`config.mk`:
```
export PLATFORM = sky130hd
export DESIGN_NAME = mem_port_arbiter
export DESIGN_NICKNAME = d
export VERILOG_FILES = /design/src/rtl/mem_port_arbiter.sv
export SDC_FILE = /design/constraint.sdc
export NUM_CORES = 1
export LEC_CHECK = 0
export CORE_MARGIN = 10
export CORE_UTILIZATION = 30
export DETAILED_ROUTE_END_ITERATION = 16
export PLACE_DENSITY = 0.58
export SLEW_MARGIN = 20
export SYNTH_ARGS = -nofsm -noshare
export SYNTH_HDL_FRONTEND = slang
export SYNTH_SLANG_ARGS = --single-unit
```
`constraint.sdc`:
```
create_clock -name clk_i -period 4.1 [get_ports clk_i]
set_input_delay 0.82 -clock clk_i [delete_from_list [all_inputs] [get_ports clk_i]]
set_output_delay 0.82 -clock clk_i [all_outputs]
set_load 0.01 [all_outputs]
```
`src/rtl/mem_port_arbiter.sv`:
```
// rtl/mem_port_arbiter.sv - IF/LS arbiter onto one word-wide memory port
// Sub-word stores are read-modify-write: RD fetches the word, WR writes the merged word.
module mem_port_arbiter #(
  parameter int AW       = 8,
  parameter int ARB_MODE = 0
) (
  input  logic          clk_i,
  input  logic          rst_i,
  input  logic          if_req_i,
  input  logic [AW+1:0] if_addr_i,
  output logic          if_ready_o,
  output logic          if_rvalid_o,
  output logic [31:0]   if_rdata_o,
  input  logic          ls_req_i,
  input  logic          ls_we_i,
  input  logic [AW+1:0] ls_addr_i,
  input  logic [1:0]    ls_size_i,
  input  logic          ls_unsigned_i,
  input  logic [31:0]   ls_wdata_i,
  output logic          ls_ready_o,
  output logic          ls_rvalid_o,
  output logic [31:0]   ls_rdata_o,
  output logic          ls_err_o,
  output logic          mem_we_o,
  output logic [AW-1:0] mem_addr_o,
  output logic [3:0]    mem_byteen_o,
  output logic [31:0]   mem_din_o,
  input  logic [31:0]   mem_dout_i
);

  typedef enum logic [1:0] {S_IDLE, S_RD, S_WR} state_e;

  state_e        state_q, state_d;
  logic [AW+1:0] addr_q, addr_d;
  logic          we_q, we_d;
  logic [1:0]    size_q, size_d;
  logic          uns_q, uns_d;
  logic [31:0]   wdata_q, wdata_d;
  logic          own_ls_q, own_ls_d;
  logic          last_ls_q, last_ls_d;
  logic [31:0]   merge_q, merge_d;
  logic          if_rvalid_q, if_rvalid_d;
  logic          ls_rvalid_q, ls_rvalid_d;
  logic          ls_err_q, ls_err_d;
  logic [31:0]   if_rdata_q, if_rdata_d;
  logic [31:0]   ls_rdata_q, ls_rdata_d;

  logic          grant_if, grant_ls;
  logic [7:0]    ld_byte;
  logic [15:0]   ld_half;
  logic [31:0]   load_val;
  logic [31:0]   merged;

  function automatic logic ls_bad(input logic [1:0] size, input logic [1:0] a);
    return (size == 2'b11) || (size == 2'b01 && a[0]) || (size == 2'b10 && a != 2'b00);
  endfunction

  // Round-robin remembers the last served requester; mode 1 always favours LS.
  always_comb begin
    grant_if = 1'b0;
    grant_ls = 1'b0;
    if (state_q == S_IDLE) begin
      if (if_req_i && ls_req_i) begin
        if (ARB_MODE == 1 || !last_ls_q) grant_ls = 1'b1;
        else                             grant_if = 1'b1;
      end else begin
        grant_if = if_req_i;
        grant_ls = ls_req_i;
      end
    end
  end

  assign if_ready_o = grant_if;
  assign ls_ready_o = grant_ls;

  always_comb begin
    ld_byte = mem_dout_i[{addr_q[1:0], 3'b000} +: 8];
    ld_half = mem_dout_i[{addr_q[1], 4'b0000} +: 16];
    unique case (size_q)
      2'b00:   load_val = {{24{~uns_q & ld_byte[7]}}, ld_byte};
      2'b01:   load_val = {{16{~uns_q & ld_half[15]}}, ld_half};
      default: load_val = mem_dout_i;
    endcase
  end

  always_comb begin
    merged = mem_dout_i;
    if (size_q == 2'b00) merged[{addr_q[1:0], 3'b000} +: 8]  = wdata_q[7:0];
    else                 merged[{addr_q[1], 4'b0000} +: 16]  = wdata_q[15:0];
  end

  always_comb begin
    state_d      = state_q;
    addr_d       = addr_q;
    we_d         = we_q;
    size_d       = size_q;
    uns_d        = uns_q;
    wdata_d      = wdata_q;
    own_ls_d     = own_ls_q;
    last_ls_d    = last_ls_q;
    merge_d      = merge_q;
    if_rvalid_d  = 1'b0;
    ls_rvalid_d  = 1'b0;
    ls_err_d     = 1'b0;
    if_rdata_d   = if_rdata_q;
    ls_rdata_d   = ls_rdata_q;
    mem_we_o     = 1'b0;
    mem_addr_o   = '0;
    mem_byteen_o = 4'b0000;
    mem_din_o    = 32'h0;
    unique case (state_q)
      S_IDLE: begin
        if (grant_if) begin
          addr_d    = if_addr_i;
          we_d      = 1'b0;
          size_d    = 2'b10;
          uns_d     = 1'b0;
          wdata_d   = 32'h0;
          own_ls_d  = 1'b0;
          last_ls_d = 1'b0;
          state_d   = S_RD;
        end else if (grant_ls) begin
          addr_d    = ls_addr_i;
          we_d      = ls_we_i;
          size_d    = ls_size_i;
          uns_d     = ls_unsigned_i;
          wdata_d   = ls_wdata_i;
          own_ls_d  = 1'b1;
          last_ls_d = 1'b1;
          // Bad requests are answered straight from IDLE without touching memory.
          if (ls_bad(ls_size_i, ls_addr_i[1:0])) begin
            ls_rvalid_d = 1'b1;
            ls_err_d    = 1'b1;
            ls_rdata_d  = 32'h0;
          end else if (ls_we_i && ls_size_i == 2'b10) begin
            state_d = S_WR;
          end else begin
            state_d = S_RD;
          end
        end
      end
      S_RD: begin
        mem_addr_o   = addr_q[AW+1:2];
        mem_byteen_o = 4'b1111;
        if (we_q) begin
          merge_d = merged;
          state_d = S_WR;
        end else begin
          state_d = S_IDLE;
          if (own_ls_q) begin
            ls_rvalid_d = 1'b1;
            ls_rdata_d  = load_val;
          end else begin
            if_rvalid_d = 1'b1;
            if_rdata_d  = mem_dout_i;
          end
        end
      end
      S_WR: begin
        mem_we_o     = 1'b1;
        mem_addr_o   = addr_q[AW+1:2];
        mem_byteen_o = 4'b1111;
        mem_din_o    = (size_q == 2'b10) ? wdata_q : merge_q;
        state_d      = S_IDLE;
        ls_rvalid_d  = 1'b1;
        ls_rdata_d   = 32'h0;
      end
      default: state_d = S_IDLE;
    endcase
  end

  always_ff @(posedge clk_i) begin
    if (rst_i) begin
      state_q     <= S_IDLE;
      addr_q      <= '0;
      we_q        <= 1'b0;
      size_q      <= 2'b00;
      uns_q       <= 1'b0;
      wdata_q     <= 32'h0;
      own_ls_q    <= 1'b0;
      last_ls_q   <= 1'b1;
      merge_q     <= 32'h0;
      if_rvalid_q <= 1'b0;
      ls_rvalid_q <= 1'b0;
      ls_err_q    <= 1'b0;
      if_rdata_q  <= 32'h0;
      ls_rdata_q  <= 32'h0;
    end else begin
      state_q     <= state_d;
      addr_q      <= addr_d;
      we_q        <= we_d;
      size_q      <= size_d;
      uns_q       <= uns_d;
      wdata_q     <= wdata_d;
      own_ls_q    <= own_ls_d;
      last_ls_q   <= last_ls_d;
      merge_q     <= merge_d;
      if_rvalid_q <= if_rvalid_d;
      ls_rvalid_q <= ls_rvalid_d;
      ls_err_q    <= ls_err_d;
      if_rdata_q  <= if_rdata_d;
      ls_rdata_q  <= ls_rdata_d;
    end
  end

  assign if_rvalid_o = if_rvalid_q;
  assign if_rdata_o  = if_rdata_q;
  assign ls_rvalid_o = ls_rvalid_q;
  assign ls_rdata_o  = ls_rdata_q;
  assign ls_err_o    = ls_err_q;

endmodule

```
Yosys cells after proc, flatten, opt, wreduce, memory -nomap -nowiden --
Cells that the tools add are included.
Cells by class: bitwise logic cells 7, div/mod/pow operators 0, equality and inequality tests 14, multiplexer cells 46, reduce and logical (&&, ||, !) cells 19, add/subtract/negate cells 2, multipliers 0, shift-type cells 6, magnitude comparators 0
Operator list (count):
- 32-bit 2-to-1 mux | 10
- 32-bit case mux with 3 select lines | 1
- 32-bit bitwise mux | 2
- 32-bit case mux with 2 select lines | 1
- 16-bit by 7-bit variable shift with 32-bit output, first input constant | 1
- 8-bit by 7-bit variable shift with 32-bit output, first input constant | 1
- 16-bit by 7-bit indexed part select with 32-bit output | 1
- 32-bit by 6-bit indexed part select with 16-bit output | 1
- 32-bit by 6-bit indexed part select with 8-bit output | 1
- 8-bit by 7-bit indexed part select with 32-bit output | 1
- 10-bit 2-to-1 mux | 2
- 1-bit 2-to-1 mux | 19
- 2-bit 2-to-1 mux | 7
- 5-bit negation with 7-bit output | 2
- 2-bit equality test, second input constant | 4
- 8-bit 2-to-1 mux | 1
- 2-bit != test, second input constant | 4
- 2-bit by 1-bit equality test with 1-bit output, second input constant | 3
- 3-bit != test, second input constant | 2
- 2-bit AND reduction | 3
- 6-bit AND reduction | 1
- 1-bit NOT | 5
- 1-bit logical AND | 4
- 2-bit zero test | 2
- 11 further kinds | 15
Word-level totals: bits of input ports 92, bits in read-only memories 0, word-level logic and storage cells 108, output and inout port bits 114, latch bits 0, flip-flop bits (word level) 149, memories kept 0, bits in writable memories 0

Longest topological paths before layout --
depth in word-level cells 8, gate-level depth with buffers 10, gate-level depth less buffers 7

Least setup slack after synthesis --
OpenSTA, ideal clock, no wires.
path kind input to register, start input port ls_size_i[0], end register ls_rdata_q[21], in the netlist ls_rdata_o[21], required time 3.954 ns, data arrival time 2.199 ns, buffers on the path 2, path slack 1.755 ns, setup time 0.146 ns, stages 7, cell sequence nor3_1 o21ai_0 o211a_1 nand2b_1 buf_1 buf_1 o32ai_2
Between the ends: longest elaborated chain between the ends 6, elaborated cells on any way between the ends 9
RTL lines:
- from (decl) | RTL line 17 | input logic [1:0] ls_size_i,
- 2-bit by 1-bit equality test with 1-bit output | RTL line 55 | return (size == 2'b11) || (size == 2'b01 && a[0]) || (size == 2'b10 && a != 2'b00);
- 1-bit logical AND | RTL line 55
- 1-bit logical OR | RTL line 55
- 1-bit logical OR (*) | RTL line 55
- 2-bit by 1-bit != test with 1-bit output (no source line) (*)
- 6-bit AND reduction (no source line) (*)
- to (signal assigned) | RTL line 202 | ls_rdata_q <= ls_rdata_d;
- to (decl) | RTL line 46 | logic [31:0] ls_rdata_q, ls_rdata_d;
Mark *: on every way between the ends. The rest lies on a longest branch, timed or not. A chain may end at the register's enable or synchronous reset.

Worst setup path in the final report --
start register size_q[0], end output port mem_din_o[12]
Between the ends: longest elaborated chain between the ends 3
RTL lines:
- from (decl) | RTL line 36 | logic [1:0] size_q, size_d;
- from (signal assigned) | RTL line 192 | size_q <= size_d;
- 2-bit equality test | RTL line 163 | mem_din_o = (size_q == 2'b10) ? wdata_q : merge_q;
- 32-bit 2-to-1 mux | RTL line 163
- 32-bit 2-to-1 mux | RTL line 111 | unique case (state_q)
- to (decl) | RTL line 27 | output logic [31:0] mem_din_o,
Every way passes these cells.

==> flow_summary.yaml <==
power:
  swShare_pct: 30.5
  pwr-share-seq_pct: 38.5
  powerDensity_nw_per_um2: 423
  p_clk_share_pct: 37.9
  switchingPower_mw: 1.29
  internal_power_mw: 2.93
  leakage_nw: 3.38
  combinationalPowerShare_pct: 23.6
  vdd.ir_drop.worst_uv: 254
floorplan:
  dieArea_um2: 30200
  num_io_pins: 206
  start_util_pct: 30.4
  core_area_um2: 23300
  die_y_um: 174
  fp.dieW_um: 174
  rows: 56
timing:
  tns_ns: 0
  finalHoldViolations: 0
  period_needed_ns: 3.74
  finalCritPeriodShare_pct: 91.2
  max_freq_mhz: 267
  tightest_slew_ns: 0.898
  relSlewSlack_pct: 40.1
  fin_skew_ns: 0.00665
  drv_slew: 0
  rsz0062_at_grt: "no"
  setup_viol: 0
cells_and_area:
  post-route-util_pct: 42.7
  fin_nets: 1134
  seq_area_um2: 2980
  multi_input_area_um2: 3760
  diodes: 0
  mostFrequentLayoutCell: "clkdlybuf4s50_1"
  area_growth_pct: 40.7
  fillers: 2349
  layout_common_cells: "clkdlybuf4s50_1, nand2_1, dfxtp_1"
  drive_above_1_share_pct: 7.09
yosys:
  synth_area_um2: 7090
  yosysTopAreaCellShare_pct: 42.1
  synth_top_area_cell: "dfxtp_1"
  synth-edff-count: 0
  syn-num-nets: 966
  ys_ff_latch: 149
  synthArstFlopShare_pct: 0
  ys_seq_area_share_pct: 42.1
  synthFlopType: "dfxtp_1"
  syn_avg_cell_area_um2: 8.20
  yosys-top-cells-area: "dfxtp_1, nand2_1, nor2_1, a21oi_1, a221oi_1"
  ys_types: 54
  netlist_instances: 865
  ys_warn_count: 0
clocking:
  holdBufCountCts: 0
  numCtsBuffers: 17
  postCtsSetupRepairBufs: 0
  tritoncts: "yes"
  ctsHtreeMaxLevel: 4
  clk_path_buf_depth: 2
  cts-root-buf: "clkbuf_16"
  path_clk_slew_ns: 0.06
  cts.sinks: 149
  clk_latency_ns: 0.42
  cts-resized-gates: 0
worst_setup_path:
  worstPathRequired_ns: 3.28
  worstSetupPathType: "flip-flop to primary output"
  cp-end-kind: "primary output"
  critPathMaxFanout: 21
  critPathArrivalTime_ns: 2.92
  crit_path_start_kind: "flip-flop"
global_route:
  grt_usage_pct: 18.2
  grt_pass1_vias: 6868
  grt_pass1_wl_um: 43100
  gr-total-overflow: 0
  grt_start_max_net_pins: 82
  grt_antenna_before_repair: 0
route:
  drtIter0Drc: 484
  wl_met2_um: 13200
  drt_pre_antenna_iters: 6
  drt-total-wl_um: 28200
  drc: 0
  wl_met1_um: 12400
  wl_met3_um: 2130
  ant_nets: 0
  top_layer: "met4"
  viasPerCell: 5.25
  vias: 7156
  post_drt_wl_per_cell_um: 20.7
place:
  io_buffers: 205
  dpl.hpwl_um: 20100
  gp_congestion: 0.819
outcome:
  status: "finished clean"
job:
  maxCapViolations: 0
hold_path:
  hp-class: "flip-flop to flip-flop"
## kinds of logic after synthesis
family / count (synthesis) / synth area share [%]
AO/OA/AOI/OAI: 246 / 26.4
adder cells (fa/ha/maj): 9 / 1.59
buffers and inverters: 88 / 5.10
flip-flops: 149 / 42.1
multiplexers: 26 / 3.81
AND/OR/NAND/NOR: 347 / 21.0
## synth_stat cells (4+ instances only)
cell and n:
nand2_1 168, dfxtp_1 149, nor2_1 104, a21oi_1 63
clkbuf_1 57, a22oi_1 36, a221oi_1 33, a21boi_0 32
nand2b_1 29, nor3_1 22, a211oi_1 18, mux2i_1 18
inv_1 13, o32ai_2 11, and2_1 9, buf_1 9
ha_1 9, a311oi_1 8, mux2_2 8, a32o_1 7
o21ai_0 7, o32ai_1 6, o2bb2ai_1 5, buf_2 4
## worst max-delay path: stages (launching register included)
cell and delay, ns:
dfxtp_1 0.71, nand2b_1 0.51, buf_4 0.36, nand2_1 0.08, a21boi_0 0.23, clkdlybuf4s50_1 0.59
## power groups by stage
| stage | combinational [mW] | sequential (mW) | clock [mW] |
|---|---|---|---|
| after CTS | 1.00 | 1.62 | 1.63 |
| after floorplan | 0.571 | 1.64 | 0 |
| after global routing | 1.09 | 1.63 | 1.69 |
| after global placement | 0.992 | 1.65 | 0 |
| after detailed placement | 0.997 | 1.65 | 0 |
| final | 0.995 | 1.62 | 1.60 |
## cell type report
class,instances,area share (%)
timing repair buffer,224,22.1
tap,319,4.00
clock inverter,9,1.30
clock buffer,21,4.52
sequential,149,29.9
inverter,13,0.489
multi-input combinational,628,37.7
## final timing paths
kind | from | to | slack [ns] | cells past startpoint
worst max-delay path | size_q[0] | mem_din_o[12] | 0.36 | 5
worst min-delay path | addr_q[9] | addr_q[9] | 0.45 | 2
worst max register to register | addr_q[1] | ls_rdata_o[31] | 1.42 | 6
worst min register to register | addr_q[9] | addr_q[9] | 0.45 | 2
## registers in the layout, indices dropped and copies added, names as in the netlist
name,flops
ls_err_o,1
merge_q,32
ls_rdata_o,32
last_ls_q,1
if_rdata_o,32
we_q,1
size_q,2
wdata_q,32
own_ls_q,1
state_q,2
uns_q,1
ls_rvalid_o,1
addr_q,10
if_rvalid_o,1
## per-stage QoR
step | std cells | total power, mW | hold slack [ns] | setup slack, ns | cell area [um2]
after floorplan | 865 | 2.21 | 0.432 | 1.75 | 7090
after global placement | 1333 | 2.64 | 0.440 | 0.918 | 9390
after detailed placement | 1333 | 2.65 | 0.443 | 0.826 | 9390
after CTS | 1363 | 4.25 | 0.452 | 0.345 | 9970
after global routing | 1363 | 4.41 | 0.480 | 0.195 | 9970
final | 1363 | 4.21 | 0.447 | 0.361 | 9970
## per-layer routing
metal,track usage [%],vias up
met3,5.95,33
met5,0,-
met4,4.63,0
met1,23.3,3432
li1,-,3412
met2,29.0,279
(Power assumes the default switching activity.)
